$ cat config.mk
export PLATFORM = sky130hd
export DESIGN_NAME = pong_game_ctrl_flat
export DESIGN_NICKNAME = d
export VERILOG_FILES = /design/src/rtl/pong_game_ctrl_if.sv /design/src/rtl/pong_game_ctrl.sv /design/src/flat_wrapper.sv
export SDC_FILE = /design/constraint.sdc
export NUM_CORES = 1
export LEC_CHECK = 0
export CORE_MARGIN = 3
export CORE_UTILIZATION = 58
export CTS_CLUSTER_DIAMETER = 60
export DETAILED_ROUTE_END_ITERATION = 8
export DONT_BUFFER_PORTS = 1
export PLACE_DENSITY = 0.84
export RECOVER_POWER = 25
export SYNTH_ARGS = -nofsm -noshare
export SYNTH_HDL_FRONTEND = slang
export SYNTH_SLANG_ARGS = --single-unit
$ cat constraint.sdc
create_clock -name clk -period 2.3 [get_ports clk]
set_clock_uncertainty 0.2 [all_clocks]
set_input_delay 0.345 -clock clk [delete_from_list [all_inputs] [get_ports clk]]
set_output_delay 0.345 -clock clk [all_outputs]
set_load 0.02 [all_outputs]
$ cat src/rtl/pong_game_ctrl_if.sv
// Pong controller bundle: paddle/frame/collision inputs, freeze/state/score outputs.
// The master drives the inputs and the slave (the controller) drives the display-side outputs.
interface pong_game_ctrl_if;
  logic [1:0] btn;
  logic       refr_tick;
  logic       hit;
  logic       miss;
  logic       gra_still;
  logic [1:0] game_state;
  logic [1:0] balls_left;
  logic [3:0] score_d1;
  logic [3:0] score_d0;

  modport master (
    output btn, refr_tick, hit, miss,
    input  gra_still, game_state, balls_left, score_d1, score_d0
  );

  modport slave (
    input  btn, refr_tick, hit, miss,
    output gra_still, game_state, balls_left, score_d1, score_d0
  );
endinterface

$ cat src/rtl/pong_game_ctrl.sv
// Pong game sequencer: NEWGAME/PLAY/NEWBALL/OVER FSM with BCD score, ball count and frame-tick hold timer.
// All outputs registered (one-edge latency from inputs); no backpressure, inputs are sampled every cycle.
module pong_game_ctrl #(
  parameter int BALLS      = 3,
  parameter int WAIT_TICKS = 120
) (
  input  logic            clk,
  input  logic            reset,
  pong_game_ctrl_if.slave gi
);

  typedef enum logic [1:0] {
    NEWGAME = 2'b00,
    PLAY    = 2'b01,
    NEWBALL = 2'b10,
    OVER    = 2'b11
  } state_t;

  localparam logic [1:0] BALLS_INIT = 2'(BALLS);
  localparam logic [7:0] WAIT_INIT  = 8'(WAIT_TICKS);

  state_t     state_q,     state_d;
  logic       gra_still_q, gra_still_d;
  logic [1:0] balls_q,     balls_d;
  logic [3:0] d1_q,        d1_d;
  logic [3:0] d0_q,        d0_d;
  logic [7:0] timer_q,     timer_d;

  logic pressed;
  assign pressed = (gi.btn != 2'b00);

  always_comb begin
    state_d = state_q;
    balls_d = balls_q;
    d1_d    = d1_q;
    d0_d    = d0_q;
    timer_d = timer_q;

    case (state_q)
      NEWGAME: begin
        // Score and ball count stay frozen here so the last result remains visible.
        if (pressed) begin
          state_d = PLAY;
          balls_d = BALLS_INIT;
          d1_d    = 4'd0;
          d0_d    = 4'd0;
        end
      end

      PLAY: begin
        if (gi.hit) begin
          if (d0_q == 4'd9) begin
            d0_d = 4'd0;
            d1_d = (d1_q == 4'd9) ? 4'd0 : d1_q + 4'd1;
          end else begin
            d0_d = d0_q + 4'd1;
          end
        end
        // A miss coinciding with a hit still takes effect; the score update above is kept.
        if (gi.miss) begin
          timer_d = WAIT_INIT;
          if (balls_q > 2'd1) begin
            balls_d = balls_q - 2'd1;
            state_d = NEWBALL;
          end else begin
            balls_d = 2'd0;
            state_d = OVER;
          end
        end
      end

      NEWBALL: begin
        if (timer_q == 8'd0) begin
          if (pressed) state_d = PLAY;
        end else if (gi.refr_tick) begin
          timer_d = timer_q - 8'd1;
        end
      end

      OVER: begin
        // Exit is one edge after the tick that empties the timer; buttons have no effect.
        if (timer_q == 8'd0) begin
          state_d = NEWGAME;
        end else if (gi.refr_tick) begin
          timer_d = timer_q - 8'd1;
        end
      end

      default: state_d = NEWGAME;
    endcase

    gra_still_d = (state_d != PLAY);
  end

  always_ff @(posedge clk) begin
    if (reset) begin
      state_q     <= NEWGAME;
      gra_still_q <= 1'b1;
      balls_q     <= BALLS_INIT;
      d1_q        <= 4'd0;
      d0_q        <= 4'd0;
      timer_q     <= 8'd0;
    end else begin
      state_q     <= state_d;
      gra_still_q <= gra_still_d;
      balls_q     <= balls_d;
      d1_q        <= d1_d;
      d0_q        <= d0_d;
      timer_q     <= timer_d;
    end
  end

  assign gi.gra_still  = gra_still_q;
  assign gi.game_state = state_q;
  assign gi.balls_left = balls_q;
  assign gi.score_d1   = d1_q;
  assign gi.score_d0   = d0_q;

endmodule

$ cat src/flat_wrapper.sv
// flat-port wrapper written by rule: the top's interface ports become plain ports
module pong_game_ctrl_flat 
#(
  parameter int BALLS      = 3,
  parameter int WAIT_TICKS = 120
)
  (clk, reset, gi_btn, gi_refr_tick, gi_hit, gi_miss, gi_gra_still, gi_game_state, gi_balls_left, gi_score_d1, gi_score_d0);
  pong_game_ctrl_if gi_i ();
  input  logic clk;
  input  logic reset;
  input wire logic [$bits(gi_i.btn)-1:0] gi_btn;
  input wire logic [$bits(gi_i.refr_tick)-1:0] gi_refr_tick;
  input wire logic [$bits(gi_i.hit)-1:0] gi_hit;
  input wire logic [$bits(gi_i.miss)-1:0] gi_miss;
  output wire logic [$bits(gi_i.gra_still)-1:0] gi_gra_still;
  output wire logic [$bits(gi_i.game_state)-1:0] gi_game_state;
  output wire logic [$bits(gi_i.balls_left)-1:0] gi_balls_left;
  output wire logic [$bits(gi_i.score_d1)-1:0] gi_score_d1;
  output wire logic [$bits(gi_i.score_d0)-1:0] gi_score_d0;
  assign gi_i.btn = gi_btn;
  assign gi_i.refr_tick = gi_refr_tick;
  assign gi_i.hit = gi_hit;
  assign gi_i.miss = gi_miss;
  assign gi_gra_still = gi_i.gra_still;
  assign gi_game_state = gi_i.game_state;
  assign gi_balls_left = gi_i.balls_left;
  assign gi_score_d1 = gi_i.score_d1;
  assign gi_score_d0 = gi_i.score_d0;
  pong_game_ctrl #(.BALLS(BALLS), .WAIT_TICKS(WAIT_TICKS)) u_core (.clk(clk), .reset(reset), .gi(gi_i));
endmodule
==> reports/metrics.cfg <==
[run_status]
status=completed

[place]
place_congestion=0.735
place_ws_ns=0.290
numPortBuffers=0
dpl.hpwl_um=1630

[cells_and_area]
fin_nets=143
regArea_um2=420
area_growth_pct=8.00
drive_above_1_share=0.115
insertedDiodeCount=0
finish.utilization=0.680
multi_input_area_um2=656
fillers=158

[power_and_ir_drop]
p_int_w=0.000530
p_sw_w=0.000258
leakagePower_nw=0.455
p_comb_frac=0.218
power.clock.fraction=0.227
p_total_w=0.000788
seqPwrFrac=0.554
ir_drop_uv=701
sw_frac_of_total=0.327
power_density_mw_per_mm2=657

[setup_path]
worstReg2RegStart=u_core.gi.score_d0[1]$_SDFFE_PP0P_
ff2ff_setup_slack_ns=0.28
critPathMaxStageDelay_ns=0.53
critical_path_arrival_ns=2.03
endpoint=u_core.gi.score_d1[3]$_SDFFE_PP0P_
rr_worst_depth=6
crit-reg2reg-capture=u_core.gi.score_d1[3]$_SDFFE_PP0P_
required_ns=2.31
cp_slowest_cell=a2111oi_4
crit_start=u_core.gi.score_d0[1]$_SDFFE_PP0P_
crit_fanout=6
crit_chain=inv_1 > ha_1 > nand3b_1 > a2111oi_4 > nor2_2 > a211o_1
startpoint_type=flip-flop
end_kind=flip-flop
path_class=flip-flop to flip-flop

[die]
die_h_um=49.8
die-area_mm2=0.00248
io_pins=20
die_w_um=49.8
start_util=0.630
coreArea_mm2=0.00176
fp-row-count=15

[grt]
track_usage=0.220
grt_overflow=0
grt_pass1_vias=959
grt_pass1_wl_um=4220
grt_antenna_before_repair=0
grt_max_degree=14

[drt]
route.detailed.drc=0
viasPerCell=5.93
antenna_left=0
wl_per_cell_um=14.2
dr.first_iter.drc_count=23
detail_route.first_pass.iterations=4
num_vias=919
drt_wl_total_um=2200

[synth]
synth_top_area_cell=dfxtp_1
ys_types=40
synth_cells=124
avgSynthCellArea_um2=8.96
syn_nets=136
netlist_area_mm2=0.00111
ys_ff_latch=21
synth_top_area_frac=0.378
ys_warn_count=0
synthTopCellsByArea=dfxtp_1, ha_1, a21oi_1
yosysSeqAreaShare=0.378

[clock_network]
numCtsBuffers=3
ctsResizeCount=0
cts_tree=yes
cts-root-buf=clkbuf_4
cts.sinks=21
cts_max_path_buffers=2
worstSkewPairLatency_ns=0.30
clk_pin_slew_ns=0.12
htree_levels=1

[timing]
setup_ws_ns=0.282
period_share=0.878
hold_viol_final=0
fin_crit_ns=2.02
slew_viol_final=0
rsz0062_at_grt=no
fmax_ghz=0.495
slew_headroom=0.651
setup_tns_ns=0
tightest_slew_ns=0.520
setup_violations=0

[run]
maxCapViolations=0

[hold_path]
hp-class=input port to flip-flop

-- layout by cell type (no fill, tap or decap), types with 3 or more instances in the layout --
master / instances
and3_1: 4
dfxtp_1: 21
nor2_1: 11
ha_1: 5
a211oi_1: 3
nand2b_1: 3
buf_4: 4
nand3b_1: 3
xnor2_1: 5
nor2b_1: 4
inv_1: 6
nand3_1: 5
mux2i_1: 4
clkbuf_4: 3
nand2_1: 8
a21oi_1: 9
-- per-layer routing --
layer / vias up / global-route usage / part of all wire
li1: 468 / - / -
met1: 425 / 0.275 / 0.44
met2: 24 / 0.370 / 0.50
met3: 2 / 0.0665 / 0.053
met4: 0 / 0.0507 / 0.0086
met5: - / 0 / 0
-- worst min-delay path by stage --
| stage | cells past startpoint | startpoint | to | slack, ns |
|---|---|---|---|---|
| after detailed placement | 1 | reset | u_core.timer_q[6]$_SDFFE_PP0P_ | 0.22 |
| after floorplan | 2 | u_core.timer_q[1]$_SDFFE_PP0P_ | u_core.timer_q[1]$_SDFFE_PP0P_ | 0.29 |
| after global routing | 2 | gi_miss | u_core.gi.balls_left[0]$_SDFFE_PP1P_ | 0.03 |
| after global placement | 1 | reset | u_core.timer_q[4]$_SDFFE_PP0P_ | 0.22 |
| final | 2 | gi_miss | u_core.gi.balls_left[0]$_SDFFE_PP1P_ | 0.02 |
| after CTS | 2 | gi_miss | u_core.gi.balls_left[0]$_SDFFE_PP1P_ | 0.02 |
-- power by group through the flow --
| stage | clock network (W) | registers [W] | logic [W] |
|---|---|---|---|
| floorplan | 0 | 0.000445 | 0.000131 |
| detailed placement | 0 | 0.000445 | 0.000167 |
| finish | 0.000179 | 0.000437 | 0.000172 |
| global route | 0.000202 | 0.000442 | 0.000196 |
| CTS | 0.000182 | 0.000437 | 0.000172 |
| global placement | 0 | 0.000443 | 0.000162 |
-- timing repair --
| action | CTS | global route |
|---|---|---|
| setup buffers | 0 | 0 |
| hold buffers | 1 | 0 |
| endpoints found under the hold margin | 12 | 0 |
-- through the flow --
| step | cell area, µm² | hold WS (ns) | instances |
|---|---|---|---|
| 2_1_floorplan | 1110 | 0.286 | 124 |
| 3_3_place_gp | 1160 | 0.216 | 150 |
| 3_5_place_dp | 1160 | 0.219 | 150 |
| 4_1_cts | 1200 | 0.0213 | 155 |
| 5_1_grt | 1200 | 0.0347 | 155 |
| 6_report | 1200 | 0.0230 | 155 |
-- flip-flops by register name (all words and copies together) (netlist names) --
name,cells
u_core.timer_q,8
u_core.gi.score_d0,4
u_core.gi.score_d1,4
u_core.gi.balls_left,2
u_core.gi.game_state,2
u_core.gi.gra_still,1
-- layout make-up --
class,count,share of cell area
clock inverter,1,0.00626
sequential,21,0.350
tap,25,0.0261
inverter,6,0.0188
multi-input combinational,94,0.546
clock buffer,3,0.0188
timing repair buffer,5,0.0334
-- synth_stat cells, drive strengths merged --
library cell / instances
or2: 2
nand3: 5
mux2i: 4
nand3b: 3
buf: 2
or4b: 1
nor3: 4
dfxtp: 21
clkbuf: 1
nor2: 12
o22a: 1
inv: 6
or3: 2
nor4: 2
nor4b: 1
a211oi: 3
a311oi: 1
a211o: 2
nor3b: 1
o211ai: 2
o31ai: 1
and4: 1
xnor2: 5
nand4bb: 1
a21oi: 9
nor2b: 4
and3: 4
ha: 5
nand2b: 3
o21ai: 3
nand4: 1
a2111oi: 2
nand2: 8
a31oi: 1
-- cell families after synthesis --
family / after synthesis / synth area share
AND/OR/NAND/NOR: 55 / 0.288
flip-flops: 21 / 0.378
XOR/XNOR: 5 / 0.0394
multiplexers: 4 / 0.0360
AO/OA/AOI/OAI: 25 / 0.170
adder cells (fa/ha/maj): 5 / 0.0563
buffers and inverters: 9 / 0.0315
-- critical path, delay by kind of cell (launching register included) --
kind | cells | cell delay [ns]
fa+ha+maj | 1 | 0.14
compound gates | 2 | 0.83
flops | 1 | 0.42
buf+inv | 1 | 0.09
simple gates | 2 | 0.24
No activity file was read; power rests on OpenSTA's default activity.
